===== config.mk =====
export PLATFORM = sky130hd
export DESIGN_NAME = irq_arbiter
export DESIGN_NICKNAME = d
export VERILOG_FILES = /design/src/rtl/irq_arbiter.sv
export SDC_FILE = /design/constraint.sdc
export NUM_CORES = 1
export LEC_CHECK = 0
export CORE_MARGIN = 2
export CORE_UTILIZATION = 39
export DETAILED_ROUTE_END_ITERATION = 8
export GPL_ROUTABILITY_DRIVEN = 0
export HOLD_SLACK_MARGIN = 0.05
export MAX_ROUTING_LAYER = met4
export PLACE_DENSITY_LB_ADDON = 0.12
export SLEW_MARGIN = 25
export SYNTH_ARGS = -nofsm -noshare
export SYNTH_HDL_FRONTEND = slang
export SYNTH_SLANG_ARGS = --single-unit

===== constraint.sdc =====
create_clock -name clk -period 1.99 [get_ports clk]
set_input_delay 0.2985 -clock clk [delete_from_list [all_inputs] [get_ports clk]]
set_output_delay 0.2985 -clock clk [all_outputs]
set_load 0.03 [all_outputs]

===== src/rtl/irq_arbiter.sv =====
// Interrupt arbiter: latches device IRQ rising edges, masks them, and presents one
// winner to the CPU with a claim / end-of-interrupt handshake over the register bus.
module irq_arbiter #(
  parameter int N_SRC = 4
) (
  input  logic              clk,
  input  logic              reset,
  input  logic [3:0]        Addr_In,
  input  logic              WE,
  input  logic              RE,
  input  logic [31:0]       Data_In,
  output logic [31:0]       Data_Out,
  input  logic [N_SRC-1:0]  irq_src,
  output logic              irq_out,
  output logic [2:0]        irq_id
);

  typedef enum logic [1:0] {S_IDLE, S_ASSERT, S_SERVICE} state_e;

  state_e            state_q, state_d;
  logic [1:0]        ctrl_q, ctrl_d;
  logic [N_SRC-1:0]  mask_q, mask_d;
  logic [N_SRC-1:0]  pend_q, pend_d;
  logic [N_SRC-1:0]  src_dly_q;
  logic [2:0]        id_q, id_d;
  logic [2:0]        rr_ptr_q, rr_ptr_d;

  logic [1:0]        reg_sel;
  logic              wr_ctrl, wr_mask, wr_pend, wr_claim, rd_claim;
  logic              claim, eoi;
  logic [N_SRC-1:0]  rises, eligible, id_oh;
  logic [2:0]        winner, next_ptr;
  logic              unused_bits;

  assign unused_bits = ^{Addr_In[1:0], Data_In[31:N_SRC]};

  // Lowest eligible index at or above start, else lowest overall (wrap).
  function automatic logic [2:0] pick(input logic [N_SRC-1:0] elig, input logic [2:0] start);
    logic [2:0] w;
    logic       hit;
    w   = '0;
    hit = 1'b0;
    for (int i = 0; i < N_SRC; i++)
      if (!hit && elig[i] && (3'(i) >= start)) begin
        w   = 3'(i);
        hit = 1'b1;
      end
    for (int i = 0; i < N_SRC; i++)
      if (!hit && elig[i]) begin
        w   = 3'(i);
        hit = 1'b1;
      end
    return w;
  endfunction

  assign reg_sel  = Addr_In[3:2];
  assign wr_ctrl  = WE && (reg_sel == 2'd0);
  assign wr_mask  = WE && (reg_sel == 2'd1);
  assign wr_pend  = WE && (reg_sel == 2'd2);
  assign wr_claim = WE && (reg_sel == 2'd3);
  // A simultaneous write wins over the read side effect.
  assign rd_claim = RE && !WE && (reg_sel == 2'd3);

  assign claim    = rd_claim && (state_q == S_ASSERT);
  assign eoi      = wr_claim && (state_q == S_SERVICE);
  assign rises    = irq_src & ~src_dly_q;
  assign eligible = pend_q & mask_q & {N_SRC{ctrl_q[0]}};
  assign winner   = pick(eligible, ctrl_q[1] ? rr_ptr_q : 3'd0);
  assign next_ptr = (id_q == 3'(N_SRC - 1)) ? 3'd0 : id_q + 3'd1;

  always_comb begin
    id_oh = '0;
    for (int i = 0; i < N_SRC; i++) id_oh[i] = (id_q == 3'(i));
  end

  always_comb begin
    ctrl_d = wr_ctrl ? Data_In[1:0] : ctrl_q;
    mask_d = wr_mask ? Data_In[N_SRC-1:0] : mask_q;
    pend_d = pend_q;
    if (wr_pend) pend_d = pend_d & ~Data_In[N_SRC-1:0];
    if (claim)   pend_d = pend_d & ~id_oh;
    // New edges are applied last so a same-cycle set beats any clear.
    pend_d = pend_d | rises;
  end

  always_comb begin
    state_d  = state_q;
    id_d     = id_q;
    rr_ptr_d = rr_ptr_q;
    case (state_q)
      S_IDLE: begin
        if (|eligible) begin
          state_d = S_ASSERT;
          id_d    = winner;
        end
      end
      S_ASSERT: begin
        if (claim) begin
          state_d = S_SERVICE;
        end else if (!(|(pend_d & mask_d & id_oh)) || !ctrl_d[0]) begin
          // Withdrawn: drop the request now and re-arbitrate from IDLE.
          state_d = S_IDLE;
          id_d    = 3'd0;
        end
      end
      S_SERVICE: begin
        if (eoi) begin
          state_d = S_IDLE;
          id_d    = 3'd0;
          if (ctrl_q[1]) rr_ptr_d = next_ptr;
        end
      end
      default: begin
        state_d = S_IDLE;
        id_d    = 3'd0;
      end
    endcase
  end

  always_ff @(posedge clk or posedge reset) begin
    if (reset) begin
      state_q   <= S_IDLE;
      ctrl_q    <= '0;
      mask_q    <= '0;
      pend_q    <= '0;
      src_dly_q <= '0;
      id_q      <= '0;
      rr_ptr_q  <= '0;
    end else begin
      state_q   <= state_d;
      ctrl_q    <= ctrl_d;
      mask_q    <= mask_d;
      pend_q    <= pend_d;
      src_dly_q <= irq_src;
      id_q      <= id_d;
      rr_ptr_q  <= rr_ptr_d;
    end
  end

  always_comb begin
    Data_Out = '0;
    case (reg_sel)
      2'd0: Data_Out[1:0]       = ctrl_q;
      2'd1: Data_Out[N_SRC-1:0] = mask_q;
      2'd2: Data_Out[N_SRC-1:0] = pend_q;
      default: begin
        Data_Out[31]  = (state_q == S_ASSERT);
        Data_Out[2:0] = id_q;
      end
    endcase
  end

  assign irq_out = (state_q == S_ASSERT);
  assign irq_id  = id_q;

endmodule


# After elaboration in Yosys (flattened, before gate mapping)
# Index checks and enable logic that the tools add are counted.
dict set report op_classes {
  n_mux 34
  n_reduce_logical 39
  add_sub_neg 1
  order_cmp 4
  n_bitwise 11
  eq_ne 13
}
# op count
set op_table {}
lappend op_table {{3-bit two-way mux} 12}
lappend op_table {{4-bit AND} 7}
lappend op_table {{1-bit logical AND} 19}
lappend op_table {{4-bit two-way mux} 3}
lappend op_table {{4-bit NOT} 3}
lappend op_table {{2-bit one-hot mux with 3 select lines} 2}
lappend op_table {{1-bit zero test} 10}
lappend op_table {{1-bit two-way mux} 10}
lappend op_table {{3-bit one-hot mux with 3 select lines} 1}
lappend op_table {{2-bit two-way mux} 4}
lappend op_table {{4-bit OR reduction} 2}
lappend op_table {{2-bit == test, second input constant} 3}
lappend op_table {{3-bit by 2-bit == test with 1-bit output, second input constant} 2}
lappend op_table {{1-bit by 3-bit greater-or-equal comparator with 1-bit output, first input constant} 2}
lappend op_table {{2-bit by 3-bit greater-or-equal comparator with 1-bit output, first input constant} 2}
lappend op_table {{2-bit inequality test, second input constant} 3}
lappend op_table {{3-bit AND reduction} 2}
lappend op_table {{2-bit by 1-bit == test with 1-bit output, second input constant} 2}
lappend op_table {{2-bit zero test} 2}
lappend op_table {{4-bit bitwise OR} 1}
lappend op_table {{4-bit AND reduction} 1}
lappend op_table {{3-bit by 1-bit adder with 3-bit output, second input constant} 1}
lappend op_table {{3-bit by 1-bit == test with 1-bit output, second input constant} 1}
lappend op_table {{3-bit zero test} 1}
lappend op_table {{6 further kinds} 6}
dict set report word_totals {
  output_inout_bits 36
  regBits 22
  word_cells 110
}

# Depth between registers and ports, before layout
# Gate-level depths: netlist of the first run.
dict set report depth {
  ltp_word 30
  depth_mapped 9
  depth_no_buf 8
}

# Worst setup path after synthesis of the first run
# No wires, ideal clock.
dict set report synth_path {
  path_kind {in2reg}
  start {in Addr_In[3]}
  end {reg id_q[0] (netlist: irq_id[0])}
  path_slack_ns 0.079
  required_ns 1.872
  stages 8
  t_arrival_ns 1.793
  cell_sequence {inv_1 > ha_1 > nand2_2 > mux2_4 > and4b_4 > a2111oi_4 > o21ai_2 > a21o_1}
}
# item line_no
set synth_lines {}
lappend synth_lines {{start: declaration} 8} ;# input logic [3:0] Addr_In,
lappend synth_lines {{2-bit by 1-bit == test with 1-bit output} 58} ;# assign wr_mask = WE && (reg_sel == 2'd1);
lappend synth_lines {{1-bit logical AND} 58}
lappend synth_lines {{4-bit two-way mux} 78} ;# mask_d = wr_mask ? Data_In[N_SRC-1:0] : mask_q;
lappend synth_lines {{net mask_d[3]} 22} ;# logic [N_SRC-1:0] mask_q, mask_d;
lappend synth_lines {{4-bit AND (2 in a row)} 100} ;# end else if (!(|(pend_d & mask_d & id_oh)) || !ctrl_d[0]) begin
lappend synth_lines {{4-bit OR reduction} 100}
lappend synth_lines {{1-bit zero test} 100}
lappend synth_lines {{1-bit logical OR} 100}
lappend synth_lines {{2-bit by 1-bit inequality test with 1-bit output (no line)} --}
lappend synth_lines {{4-bit AND reduction (no line)} --}
lappend synth_lines {{end signal: assignment} 135} ;# id_q <= id_d;
lappend synth_lines {{end: declaration} 25} ;# logic [2:0] id_q, id_d;
# The timed path passes the listed nets, and every way through them passes these cells.
# A chain may end at the register's enable or synchronous reset.

# Final worst setup path of the first run
dict set report layout_path {
  start {reg state_q[1]}
  end {reg id_q[0] (netlist: irq_id[0])}
}
dict set report layout_between {
  elab_chain_cells 11
}
# item line_no
set layout_lines {}
lappend layout_lines {{start: declaration} 20} ;# state_e state_q, state_d;
lappend layout_lines {{start signal: assignment} 130} ;# state_q <= state_d;
lappend layout_lines {{2-bit by 1-bit == test with 1-bit output} {64, 90}}
lappend layout_lines {{1-bit logical AND} 64} ;# assign claim = rd_claim && (state_q == S_ASSERT);
lappend layout_lines {{4-bit two-way mux} 81} ;# if (claim) pend_d = pend_d & ~id_oh;
lappend layout_lines {{4-bit bitwise OR} 83} ;# pend_d = pend_d | rises;
lappend layout_lines {{4-bit AND (2 in a row)} 100}
lappend layout_lines {{4-bit OR reduction} 100}
lappend layout_lines {{1-bit zero test} 100}
lappend layout_lines {{1-bit logical OR} 100}
lappend layout_lines {{2-bit by 1-bit inequality test with 1-bit output (no line)} --}
lappend layout_lines {{4-bit AND reduction (no line)} --}
# Parallel ways exist; a longest one is shown, timed or not.

==> results of run 1 <==
[logic make-up (layout without fill, tap and decap cells)]
kind of cell / Yosys count / in the layout / share of synthesized area [%]
adder cells (fa/ha/maj): 9 / 9 / 7.58
AND/OR/NAND/NOR: 51 / 51 / 19.5
AO/OA/AOI/OAI: 28 / 28 / 14.3
buffers and inverters: 36 / 49 / 16.8
other: 1 / 28 / 0.252
flip-flops: 20 / 20 / 33.7
multiplexers: 10 / 10 / 7.83
[area by class of cell]
class	instances	area (um^2)	area share [%]
flip-flops and latches	20	500	27.4
inverters	6	22.5	1.23
clock buffers	3	41.3	2.26
multi-input cells	126	871	47.7
repair buffers	40	332	18.2
well taps	48	60.1	3.29
[routing by layer]
| metal | global-route usage [%] | vias to the layer above | wire, um |
|---|---|---|---|
| met2 | 27.4 | 42 | 1580 |
| met1 | 22.8 | 535 | 1600 |
| met4 | 5.73 | 0 | 54 |
| met3 | 2.05 | 6 | 144 |
| li1 | - | 574 | - |
| met5 | - | - | 0 |
[layout by cell type (no fill, tap or decap), types with 2 or more instances in the layout]
| cell | instances |
|---|---|
| conb_1 | 28 |
| buf_4 | 21 |
| dfrtp_1 | 20 |
| nand2_1 | 14 |
| clkdlybuf4s50_1 | 12 |
| nand3_1 | 11 |
| ha_1 | 6 |
| nand2b_1 | 5 |
| mux2_2 | 5 |
| inv_1 | 4 |
| nor2_1 | 4 |
| a21oi_1 | 4 |
| nor2b_1 | 4 |
| o21ai_0 | 4 |
| a22oi_1 | 3 |
| a21o_1 | 3 |
| mux2i_1 | 3 |
| clkbuf_8 | 3 |
| clkbuf_2 | 3 |
| nand3b_1 | 2 |
| mux2_4 | 2 |
| a21boi_1 | 2 |
| and4b_4 | 2 |
| o31ai_1 | 2 |
| inv_2 | 2 |
| a222oi_1 | 2 |
| and2_1 | 2 |
| nand4_1 | 2 |
| ha_4 | 2 |
| dlygate4sd2_1 | 2 |
[registers in the layout, summed over array words and instances, names as in the netlist]
signal	cells
ctrl_q	2
irq_id	2
mask_q	4
pend_q	4
rr_ptr_q	2
src_dly_q	4
state_q	2
[worst max-delay path, stage by stage, from the launching register on]
cell and delay, ns:
dfrtp_1 0.38, nand2b_1 0.20, inv_1 0.18, nand3_2 0.09, and4b_4 0.22, a2111oi_4 0.39, o21ai_2 0.10, a21o_1 0.18
[repair_timing]
action,CTS,global route
pin swaps,2,1
endpoints found under the setup margin,8,5
setup buffers,0,0
resized for setup,16,9
[metrics by stage]
stage	hold WS, ns	std cells
after detailed placement	0.503	240
final	0.357	243
after global routing	0.425	243
after floorplan	0.262	182
after CTS	0.368	243
after global placement	0.505	240
[power groups by stage]
stage                     combinational [mW]  sequential, mW  clock (mW)
after floorplan                        0.526           0.583           0
after global placement                 0.799           0.561           0
after detailed placement               0.805           0.560           0
after CTS                              0.804           0.552       0.280
after global routing                   0.865           0.563       0.297
final                                  0.801           0.552       0.275
[final timing paths]
| check | from | endpoint | slack (ns) |
|---|---|---|---|
| max | state_q[1] | irq_id[0] | 0.13 |
| min | reset | pend_q[2] | 0.36 |
| max reg2reg | state_q[1] | irq_id[0] | 0.13 |
| min reg2reg | src_dly_q[2] | pend_q[2] | 0.51 |
| max in group asynchronous | reset | rr_ptr_q[0] | 1.42 |
| min in group clk | irq_src[0] | src_dly_q[0] | 0.50 |
==> metrics, run 1 <==
Commonest cells post-synth=28 x buf_4, 20 x dfrtp_1, 14 x nand2_1, 11 x nand3_1, 9 x ha_1; Core Rows=22; DRC viols=0; Switch Pwr=0.689 mW; initial drt markers=61; largest area contributor in the netlist=dfrtp_1; critical path class=flop to flop; setup TNS=0 ns; top_reg_cell synth=dfrtp_1; Die ar.=4320 um^2; layout cells sized above 1=25.1%; worst vdd ir=0.454 mV; Max Cap Viol=0; Slew Viols, Final=0; # hold bufs at CTS=0; wire length of the first global-routing pass=5400 um; total number of vias=1157; Final Hold Viols=0; Synth Area per Inst=9.58 um^2; CP Max Fanout=5; Setup violations, final=0; Core Box Area=3660 um^2; Final Cycle Share=93.3%; P_leak=0.885 nW; count leader, synth=buf_4; CTS tree=yes; Max Fclk=539 MHz; Final Power=1.63 mW; crit path DAT=2.01 ns; Global Route Usage Sum=17.2%; Worst-path clk slew=0.08 ns; Fill cells=358; initial antenna violation count=0; async set or reset register ratio after synthesis=100%; nets@finish=250; Area growth, synth to finish=23.0%; cell area after synthesis=1490 um^2; placed inst area=1770 um^2; sequential fraction of the synthesis area=33.7%; RSZ-0062 raised after global routing=false; final wirelength=3370 um; Comb power frac=49.2%; clk_skew=0.00112 ns; switch share=42.4%; I/O Buffers=21; root buf cell=clkbuf_8; synthesized instance count=155; number of CTS-inserted buffers=3; Clock Latency Late Sink=0.26 ns; ANT cells=0; Flop pwr share=33.9%; pin count of the biggest net entering global routing=21; clock period minus final worst setup slack=1.86 ns; ranking of synthesized cells by area=dfrtp_1 34%, buf_4 14%, ha_1 7.6%; via count of the first global-routing pass=1094; DRT antenna net count=0; drt pass-1 iters=4; library cells used by synthesis=39; HP Class=primary input to async pin; Setup WS post-layout=0.134 ns; Place WS=-0.572 ns; DP HPWL=2730 um; power per standard cell area=891 nW/um^2; number of synthesized flops with an enable pin=0; internal power=0.938 mW; Critical Path Start Type=flop; flip-flop and latch count after synthesis=20; power share of the clock group=16.9%; Ys Warns=0; post-route cell area=1830 um^2; Vias/cell=4.76; Worst setup EP type=flop; I/O Pins=80; Yosys top cell area share=33.7%; Die Y-Extent=65.7 um; gr ovfl total=0; R2R cell count=7; Data required, critical path=2.15 ns; outcome=finished clean; die span in x=65.7 um; H-tree depth=1; # clock sinks=20; Initial Utilization=40.6%; final core utilization=49.9%; WL/cell=13.9 um; Max clock buf depth=2
(Power assumes the default switching activity.)
==> run 2, diff against run 1 <==
- CORE_UTILIZATION: 39 -> 30
==> run 2 against run 1 <==
  * Sequential share of layout area decreased by 0.44 points
  * Worst setup slack got worse by 0.012 ns
  * Routed wire length increased by 6.3%
  * Fmax decreased by 0.64%
  * Critical endpoint is now Data_Out[1]
  * Largest cell class unchanged
  * Largest power group unchanged
==> metrics, run 2 (same netlist as run 1, synthesis figures left out) <==
layout cells sized above 1=25.4% (+0.25 points); Core Rows=25 (+14%); DRT antenna net count=0 (unchanged); WL/cell=13.6 um (-2.2%); most common cell after layout, fill and taps aside=conb_1; Die Y-Extent=74.4 um (+13%); power per standard cell area=897 nW/um^2 (+0.65%); ANT cells=0 (unchanged); Global Route Usage Sum=15.0% (-2.3 points); worst vdd ir=0.291 mV (-36%); clock period minus final worst setup slack=1.87 ns (+0.0120 ns); area of the multi-input gates=861 um^2 (-1.1%); final wirelength=3580 um (+6.3%); pin count of the biggest net entering global routing=21 (unchanged); Max clock buf depth=2 (unchanged); total number of vias=1193 (+3.1%); I/O Pins=80 (unchanged); Reg-to-Reg Start=irq_id[1]; critical path class=primary input to output port; Top Registers=mask_q x4, pend_q x4, src_dly_q x4; initial drt markers=86 (+41%); drt pass-1 iters=4 (unchanged); gr ovfl total=0 (unchanged); Critical Path Start Type=primary input; die span in x=74.4 um (+13%); via count of the first global-routing pass=1152 (+5.3%); nets@finish=251 (+0.40%); P_leak=0.896 nW (+1.3%); Setup WS post-layout=0.122 ns (-0.0120 ns); dpl cells=260 (+8.3%); Place WS=-0.596 ns (-0.0241 ns); final core utilization=39.1% (-11 points); fin cells=264 (+8.6%); number of CTS-inserted buffers=3 (unchanged); Final Hold Viols=0 (unchanged); Max Fclk=535 MHz (-0.64%); Comb power frac=47.3% (-1.9 points); Worst-path clk slew=0.08 ns (about the same); outcome=finished clean; CP Max Fanout=3 (-2); HP Class=primary input to async pin; Final Cycle Share=93.9% (+0.60 points); clk_skew=0.00646 ns (+0.00533 ns); Area growth, synth to finish=25.0%; Switch Pwr=0.688 mW (-0.28%); root buf cell=clkbuf_8; Fill cells=492 (+37%); power share of the clock group=19.8% (+2.9 points); Max Cap Viol=0 (unchanged); wire length of the first global-routing pass=5910 um (+9.5%); Slew Viols, Final=0 (unchanged); RSZ-0062 raised after global routing=false; Core Box Area=4750 um^2 (+30%); Data required, critical path=1.69 ns (-0.46 ns); # clock sinks=20 (unchanged); DP HPWL=2920 um (+6.9%); Clock Latency Late Sink=0.28 ns (+0.02 ns); I/O Buffers=21 (unchanged); initial antenna violation count=0 (unchanged); Vias/cell=4.52 (-5.1%); DRC viols=0 (unchanged); FF-to-FF End=irq_id[0]; crit path to=Data_Out[1]; Setup violations, final=0 (unchanged); internal power=0.978 mW (+4.2%); H-tree depth=1 (unchanged); register area=500 um^2 (unchanged); R2R cell count=8 (+1); crit path DAT=1.57 ns (-0.44 ns); worst setup path startpoint=Addr_In[3]; switch share=41.3% (-1.1 points); commonest non-fill, non-tap cells in the layout=28 x conb_1, 23 x buf_4, 20 x dfrtp_1; CTS tree=yes; setup TNS=0 ns (unchanged); Die ar.=5530 um^2 (+28%); Flop pwr share=32.9% (-1.0 points); Worst setup EP type=output port; reg2reg setup slack=0.16 ns (+0.03 ns); Initial Utilization=31.2% (-9.3 points)
run 2: cell types whose count changed in the layout (fill, tap and decap cells not counted), sizes merged:
cell,previous run,this run
buf,22,25
clkbuf,6,5
clkdlybuf4s15,1,0
dlygate4sd2,2,3
run 2: worst min path at each step:
| stage | start | cells after the start | slack [ns] | end |
|---|---|---|---|---|
| global route | reset | 3 | 0.39 | src_dly_q[2] |
| finish | reset | 3 | 0.34 | src_dly_q[1] |
| floorplan | reset | 1 | 0.26 | ctrl_q[0] |
| global placement | src_dly_q[1] | 2 | 0.50 | pend_q[1] |
| CTS | reset | 3 | 0.36 | src_dly_q[2] |
| detailed placement | src_dly_q[1] | 2 | 0.50 | pend_q[1] |
run 2: power groups by stage:
stage          combinational, mW  clock (mW)  sequential, mW
2_1_floorplan              0.526           0           0.583
3_3_place_gp               0.806           0           0.559
3_5_place_dp               0.803           0           0.556
4_1_cts                    0.796       0.337           0.548
5_1_grt                    0.870       0.358           0.562
6_report                   0.787       0.329           0.549
run 2: cell type report:
class                           count  share of cell area, %
Clock buffer                        4                   2.96
Inverter                            6                   1.21
Multi-Input combinational cell    126                   46.4
Sequential cell                    20                   27.0
Tap cell                           67                   4.51
Timing Repair Buffer               41                   18.0
run 2: repair_timing:
item | in CTS | in global routing
pin swaps | 2 | 1
hold buffers | 0 | 0
setup buffers | 0 | 0
resized for setup | 21 | 2
setup endpoints to repair | 8 | 4
endpoints found under the hold margin | 0 | 0
run 2: routing by layer:
layer	up-vias	global-route usage, %	share of wire (%)
met3	7	2.30	5.4
met4	0	7.34	2.8
met5	-	-	0
li1	571	-	-
met2	55	22.7	47
met1	560	19.4	45
run 2: critical path, cell delays in order:
cell and delay [ns]:
dlygate4sd2_1 0.25, inv_2 0.07, buf_4 0.13, ha_1 0.21, a222oi_1 0.28, mux2i_1 0.13, buf_2 0.19
run 2: per-stage QoR:
step | total power [mW] | cell area (um^2) | hold WS (ns)
2_1_floorplan | 1.11 | 1590 | 0.262
3_3_place_gp | 1.37 | 1800 | 0.504
3_5_place_dp | 1.36 | 1800 | 0.500
4_1_cts | 1.68 | 1860 | 0.361
5_1_grt | 1.79 | 1860 | 0.390
6_report | 1.67 | 1860 | 0.345
==> run 3, diff against run 2 <==
- CORE_UTILIZATION: 30 -> 39
- PLACE_DENSITY: unset -> 0.89
- PLACE_DENSITY_LB_ADDON: 0.12 -> unset
==> run 3 against run 2 <==
  * Via count grew 0.34%
  * Sequential share of layout area fell by 0.32 points
  * Critical path depth did not move
  * Register-to-register slack about the same
  * Non-clock buffer count rose by 1
  * Routed wire length decreased by 5.6%
  * Fmax shrank 2.4%
  * Worst hold slack improved by 0.011 ns
==> metrics, run 3 (same netlist as run 1, synthesis figures left out) <==
WL/cell=13.8 um (+1.8%); via count of the first global-routing pass=1179 (+2.3%); DRT antenna net count=0 (unchanged); DP HPWL=2650 um (-9.2%); Clock Latency Late Sink=0.26 ns (-0.02 ns); worst setup path startpoint=Addr_In[3]; I/O Buffers=21 (unchanged); # clock sinks=20 (unchanged); initial antenna violation count=0 (unchanged); H-tree depth=1 (unchanged); Core Box Area=3660 um^2 (-23%); Die ar.=4320 um^2 (-22%); Max clock buf depth=2 (unchanged); Area growth, synth to finish=26.5%; wire length of the first global-routing pass=5520 um (-6.6%); CP top delay family=buffers and inverters; # hold bufs at CTS=0 (unchanged); power per standard cell area=880 nW/um^2 (-1.9%); Worst Path Buf+Inv=4 (unchanged); clock period minus final worst setup slack=1.91 ns (+0.0462 ns); Setup violations, final=0 (unchanged); commonest non-fill, non-tap cells in the layout=28 x conb_1, 21 x buf_4, 20 x dfrtp_1; CTS tree=yes; Slew Viols, Final=0 (unchanged); P_leak=0.900 nW (+0.42%); die span in x=65.7 um (-12%); Initial Utilization=40.6% (+9.3 points); Data required, critical path=1.69 ns (about the same); Max stage delay on crit path=0.29 ns (about the same); critical path class=primary input to output port; pin count of the biggest net entering global routing=21 (unchanged); worst vdd ir=0.383 mV (+32%); Top Registers=mask_q x4, pend_q x4, src_dly_q x4; crit path cell chain=dlygate4sd2_1 -> inv_2 -> buf_4 -> ha_1 -> a222oi_1 -> mux2i_1 -> clkdlybuf4s15_2; final core utilization=51.3% (+12 points); Final Hold Viols=0 (unchanged); Place WS=-0.551 ns (+0.0446 ns); gr ovfl total=0 (unchanged); Flop pwr share=34.2% (+1.3 points); drt pass-1 iters=4 (unchanged); power share of the clock group=16.1% (-3.7 points); HP Class=primary input to async pin; Worst setup EP type=output port; initial drt markers=85 (-1.2%); Final Cycle Share=96.2% (+2.3 points); setup TNS=0 ns (unchanged); Switch Pwr=0.692 mW (+0.69%); Vias/cell=4.89 (+8.1%); Die Y-Extent=65.7 um (-12%); Worst Hold Slack=0.355 ns (+0.0106 ns); total number of vias=1197 (+0.34%); final wirelength=3390 um (-5.6%); I/O Pins=80 (unchanged); Worst-path clk slew=0.07 ns (about the same); nets@finish=252 (+0.40%); Global Route Usage Sum=17.1% (+2.2 points); DRC viols=0 (unchanged); internal power=0.962 mW (-1.7%); number of CTS-inserted buffers=3 (unchanged); Core Rows=22 (-12%); outcome=finished clean; layout cells sized above 1=25.9% (+0.51 points); switch share=41.9% (+0.57 points); Final Power=1.65 mW (-0.69%); clk_skew=0.00733 ns (+0.000874 ns); Max Cap Viol=0 (unchanged); Reg-to-Reg Start=irq_id[0]; crit path DAT=1.62 ns (+0.05 ns); Setup WS post-layout=0.0757 ns (-0.0462 ns); CP Max Fanout=3 (unchanged); ANT cells=0 (unchanged); Comb power frac=49.7% (+2.4 points); most common cell after layout, fill and taps aside=conb_1; Critical Path Start Type=primary input; Critical-path top delay cell=clkdlybuf4s15_2; RSZ-0062 raised after global routing=false; root buf cell=clkbuf_8; Max Fclk=522 MHz (-2.4%)
run 3: cell types whose count changed in the layout (fill, tap and decap cells not counted), moves of 2 or more:
cell | previous run | this run
buf_6 | 0 | 2
ha_2 | 2 | 0
buf_4 | 23 | 21
buf_2 | 2 | 0
ha_4 | 1 | 3
clkdlybuf4s15_2 | 0 | 2
run 3: through the flow:
step	cells	cell area, um^2
after floorplan	182	1590
after global placement	240	1770
after detailed placement	240	1770
after CTS	245	1880
after global routing	245	1880
final	245	1880
run 3: per-layer routing:
layer / vias to the layer above / global-route usage, % / share of wire (%)
met3: 10 / 2.23 / 7.8
met5: - / - / 0
met2: 64 / 26.8 / 46
li1: 576 / - / -
met4: 0 / 7.55 / 3.0
met1: 547 / 22.2 / 43
run 3: power by group through the flow:
stage | sequential [mW] | combinational (mW) | clock (mW)
after floorplan | 0.583 | 0.526 | 0
after CTS | 0.560 | 0.815 | 0.273
after global placement | 0.562 | 0.767 | 0
after detailed placement | 0.566 | 0.787 | 0
final | 0.566 | 0.822 | 0.266
after global routing | 0.576 | 0.870 | 0.300
run 3: final timing paths:
path | to | slack, ns | depth (start not counted)
max in group asynchronous | irq_id[1] | 1.42 | 3
hold / removal | src_dly_q[2] | 0.36 | 3
min in group clk | src_dly_q[0] | 0.50 | 1
setup reg to reg | irq_id[0] | 0.17 | 7
hold reg to reg | pend_q[2] | 0.51 | 2
setup / recovery | Data_Out[0] | 0.08 | 7
run 3: repair_timing:
item	CTS	global route
hold endpoints to repair	0	0
setup buffers	2	0
pin swaps	1	1
setup endpoints to repair	6	3
cloned	0	0
gates resized for setup	21	4
run 3: worst min-delay path, delay by kind of cell:
family,cells,cell delay (ns)
buf+inv,3,0.70
run 3: layout make-up:
cell class,count,area [um^2]
sequential,20,500
fill,335,1780
clock buffer,3,41.3
timing repair buffer,42,374
inverter,6,22.5
multi-input combinational,126,881
tap,48,60.1
